**src/rtl/sio_escape_codec.sv**
```systemverilog
// sio_escape_codec: byte-stuffing framing between the UART and sio_protocol.
// TX escapes FLAG/ESC bytes and inserts flags; RX strips escapes and reports flags.
module sio_escape_codec #(
  parameter logic [7:0] FLAG_BYTE = 8'h7E,
  parameter logic [7:0] ESC_BYTE  = 8'h7D,
  parameter logic [7:0] ESC_XOR   = 8'h20
) (
  input  logic       mclk,
  input  logic       reset,
  output logic       tx_ready,
  input  logic [7:0] tx_data,
  input  logic       tx_data_strobe,
  input  logic       tx_flag,
  output logic [7:0] rx_data,
  output logic       rx_data_strobe,
  output logic       rx_flag,
  input  logic       uart_tx_ready,
  output logic [7:0] uart_tx_data,
  output logic       uart_tx_strobe,
  input  logic [7:0] uart_rx_data,
  input  logic       uart_rx_strobe
);

  typedef enum logic {
    IDLE,
    ESC2
  } tx_state_t;

  tx_state_t  tx_state;
  logic [7:0] tx_pend;
  logic       rx_esc;
  logic       tx_special;
  logic       uart_free;

  assign uart_free  = uart_tx_ready && !uart_tx_strobe;
  assign tx_ready   = (tx_state == IDLE) && uart_free && !reset;
  assign tx_special = (tx_data == FLAG_BYTE) || (tx_data == ESC_BYTE);

  always_ff @(posedge mclk or posedge reset) begin
    if (reset) begin
      tx_state       <= IDLE;
      tx_pend        <= 8'h00;
      uart_tx_data   <= 8'h00;
      uart_tx_strobe <= 1'b0;
    end else begin
      uart_tx_strobe <= 1'b0;
      unique case (tx_state)
        IDLE: begin
          // flag wins over a data byte offered in the same cycle
          if (tx_ready && tx_flag) begin
            uart_tx_strobe <= 1'b1;
            uart_tx_data   <= FLAG_BYTE;
          end else if (tx_ready && tx_data_strobe) begin
            uart_tx_strobe <= 1'b1;
            if (tx_special) begin
              uart_tx_data <= ESC_BYTE;
              tx_pend      <= tx_data ^ ESC_XOR;
              tx_state     <= ESC2;
            end else begin
              uart_tx_data <= tx_data;
            end
          end
        end
        ESC2: begin
          if (uart_free) begin
            uart_tx_strobe <= 1'b1;
            uart_tx_data   <= tx_pend;
            tx_state       <= IDLE;
          end
        end
        default: tx_state <= IDLE;
      endcase
    end
  end

  always_ff @(posedge mclk or posedge reset) begin
    if (reset) begin
      rx_esc         <= 1'b0;
      rx_data        <= 8'h00;
      rx_data_strobe <= 1'b0;
      rx_flag        <= 1'b0;
    end else begin
      rx_data_strobe <= 1'b0;
      rx_flag        <= 1'b0;
      if (uart_rx_strobe) begin
        unique case (1'b1)
          (uart_rx_data == FLAG_BYTE): begin
            rx_flag <= 1'b1;
            rx_esc  <= 1'b0;
          end
          // a second ESC is a protocol error: dropped, escape stays armed
          (uart_rx_data == ESC_BYTE): rx_esc <= 1'b1;
          default: begin
            rx_data_strobe <= 1'b1;
            rx_data        <= rx_esc ? (uart_rx_data ^ ESC_XOR)
                                     : uart_rx_data;
            rx_esc         <= 1'b0;
          end
        endcase
      end
    end
  end

endmodule

```
**config.mk**
```make
export PLATFORM = sky130hd
export DESIGN_NAME = sio_escape_codec
export DESIGN_NICKNAME = d
export VERILOG_FILES = /design/src/rtl/sio_escape_codec.sv
export SDC_FILE = /design/constraint.sdc
export NUM_CORES = 1
export LEC_CHECK = 0
export CORE_MARGIN = 2
export CORE_UTILIZATION = 30
export DETAILED_ROUTE_END_ITERATION = 10
export SLEW_MARGIN = 20
export SYNTH_ARGS = -nofsm -noshare
export SYNTH_HDL_FRONTEND = slang
export SYNTH_SLANG_ARGS = --single-unit
export TNS_END_PERCENT = 10
```
**constraint.sdc**
```tcl
create_clock -name mclk -period 2.2 [get_ports mclk]
set_input_delay 0.44 -clock mclk [delete_from_list [all_inputs] [get_ports mclk]]
set_output_delay 0.44 -clock mclk [all_outputs]
set_load 0.01 [all_outputs]
```
==> out/metrics.cfg <==
[yosys]
async_flop_share_pct = 100.0
synth_seq_cells = 29
ys_seq_area_share_pct = 52.30
synth.most_common_cell = dfrtp_1
synthesis.area_mm2 = 0.001388
synth_common_cells = 29 x dfrtp_1, 14 x inv_1, 9 x nand2b_1
yosys_warnings = 0
synth_ff_type = dfrtp_1
synth_area_per_cell_um2 = 11.76
yosysTopAreaCellShare_pct = 52.30
synthTopCellsByArea = dfrtp_1 52%, mux2_2 6.5%, nand2b_1 4.1%
synth_xor_area_share_pct = 1.894
syn-instance-count = 118
synth.largest_area_cell = dfrtp_1
synth_cell_types = 37
synth_adder_area_share_pct = 0
synthSimpleGateAreaFrac_pct = 17.94
synth_compound_area_share_pct = 13.07
synth_top_family_by_area = simple AND/OR/NAND/NOR gates
synth_fp_nets = 140
synth.area.mux_share_pct = 10.10
synth-edff-count = 0

[route]
wirelength_um = 3112
num_vias = 1078
antenna_left = 0
detailedRoute.firstPassIterationCount = 4
top_layer_used = met3
post-route-drc-count = 0
wl_met1_um = 1471
drt-initial-drc-count = 63
wl_per_cell_um = 13.96
route.met2.wl_um = 1403
wl_met3_um = 236
viasPerCell = 4.834

[clock_network]
cts_tree = done
cts_inserted_buffers = 5
cts_max_level = 2
post_cts_buffers = 0
clock_latency_ps = 270
clk_pin_slew_worst_paths_ps = 60
clock_path_buffers = 2
root_buffer = clkbuf_8
cts.sinks = 29

[status]
status = completed

[pwr]
power_switching_uw = 337.9
seq_power_share_pct = 45.6
comb_power_share_pct = 22.3
ir_worst_vdd_v = 0.0003093
cellInternalPower_uw = 1013
swShare_pct = 25.01
powerDensity_mw_per_mm2 = 677.1
cellLeakagePower_uw = 0.0008831
p_clk_share_pct = 32.1

[worst_setup_path]
cp.required_ps = 1760
endpoint_kind = primary output
crit_path_start = reset
worstReg2RegStart = uart_tx_strobe
r2r_slack_ps = 750
setup.worst_path.start_class = input port
arrival_ps = 1480
ff2ff_path_depth = 4
r2r-end = tx_pend[0]
crit_type = input port to primary output
critPathMaxFanout = 2

[sta]
setup-tns-final_ps = 0
setup_viol = 0
rsz0062_at_grt = no
period_share_pct = 87.13
hold_viol = 0
slew-limit-headroom_pct = 74.16
clock-skew-final_ps = 2.017
drv_slew = 0
min_period_ps = 1917
tightestPinTransition_ps = 387.6
max_freq_ghz = 0.5217
layout_setup_ws_ps = 283.0

[floorplan]
dieArea_mm2 = 0.005185
die_h_um = 72.01
start_util_pct = 31.43
die_w_um = 72.01
io_pins = 42
rows = 24
coreArea_mm2 = 0.004414

[layout]
areaGrowthSynthToFinish_pct = 43.82
nets = 193
diodes = 0
stdcell_count = 223
fill_cells = 406
drive_gt1_share_pct = 16.37

[hold_path]
whs_path_depth = 1
hold_start = tx_pend[2]
min_path_type = register to register
min_to = tx_pend[2]

[placement]
place.gp.congestion = 0.7648
hpwl_um = 2249
place_ws_ps = -1.085
placedCellCount = 216
io_buffers = 41

[global_route]
grt_pass1_vias = 1148
grt_overflow_total = 0
antenna_found_initial = 0
grt_max_degree = 30
grtUsageTotal_pct = 13.12
grt_pass1_wl_um = 5326

[job]
max_cap_viol_count = 0

[registers in the layout (all words and copies together), names as in the netlist]
name / count
rx_data_strobe: 1
tx_pend: 8
uart_tx_data: 8
uart_tx_strobe: 1
rx_data: 8
rx_flag: 1
rx_esc: 1
tx_state: 1
[metal layers]
metal,track usage [%],up-vias
met2,20.47,41
met1,17.24,511
met4,3.145,0
li1,-,526
met5,0,-
met3,5.139,0
[through the flow]
stage	power (uW)	instance area, um^2	utilization (%)	hold slack [ps]
floorplan	747.3	1388	-	422.8
global placement	925.2	1911	43.28	440.5
detailed placement	931.8	1911	43.28	440.1
CTS	1378	1996	45.21	458.9
global route	1423	1996	45.21	483.1
finish	1351	1996	45.21	450.4
[logic make-up after synthesis]
logic type,after synthesis
XOR/XNOR,3
AND/OR/NAND/NOR,35
buffers and inverters,17
multiplexers,13
AO/OA/AOI/OAI,21
flip-flops,29
[cell usage in the layout, fill, tap and decap left out, types with 2 or more instances in the layout]
cell type,count
a21oi_1,2
a31oi_1,2
and2_1,2
buf_4,8
clkbuf_8,6
clkdlybuf4s50_1,40
dfrtp_1,29
inv_1,14
mux2_2,8
mux2i_1,5
nand2_1,3
nand2b_1,9
nand3_1,4
o211ai_1,2
o31ai_1,6
or2b_1,4
or3_1,3
xor2_1,2
[power groups by stage]
stage,clock (uW),sequential [uW],combinational [uW]
detailed placement,0,626,306
global placement,0,625,301
global route,470,624,328
finish,434,616,301
floorplan,0,647,100
CTS,454,617,307
[repair_timing]
| action | in CTS | in global routing |
|---|---|---|
| gates resized for setup | 1 | 0 |
| setup endpoints to repair | 1 | 0 |
| hold buffers | 0 | 0 |
[final cells by class]
| class | instances | area (um^2) | share of cell area [%] |
|---|---|---|---|
| multi-input combinational | 72 | 596.8 | 29.91 |
| timing repair buffer | 49 | 469.2 | 23.51 |
| clock buffer | 7 | 86.33 | 4.326 |
| inverter | 14 | 52.55 | 2.633 |
| tap | 52 | 65.06 | 3.260 |
| sequential | 29 | 725.7 | 36.36 |
[worst max path at each step]
stage                                 end  slack [ps]  depth (start not counted)
after floorplan           uart_tx_data[1]         520                          3
after global placement           tx_ready          10                          3
after detailed placement         tx_ready          -1                          3
after CTS                        tx_ready         270                          3
after global routing             tx_ready         230                          3
final                            tx_ready         280                          3
[worst max-delay path, cell delays in order]
cell	delay [ps]
clkdlybuf4s50_1	460
nor4b_4	280
dlygate4sd2_1	290
Power figures use the tool's default switching activity.
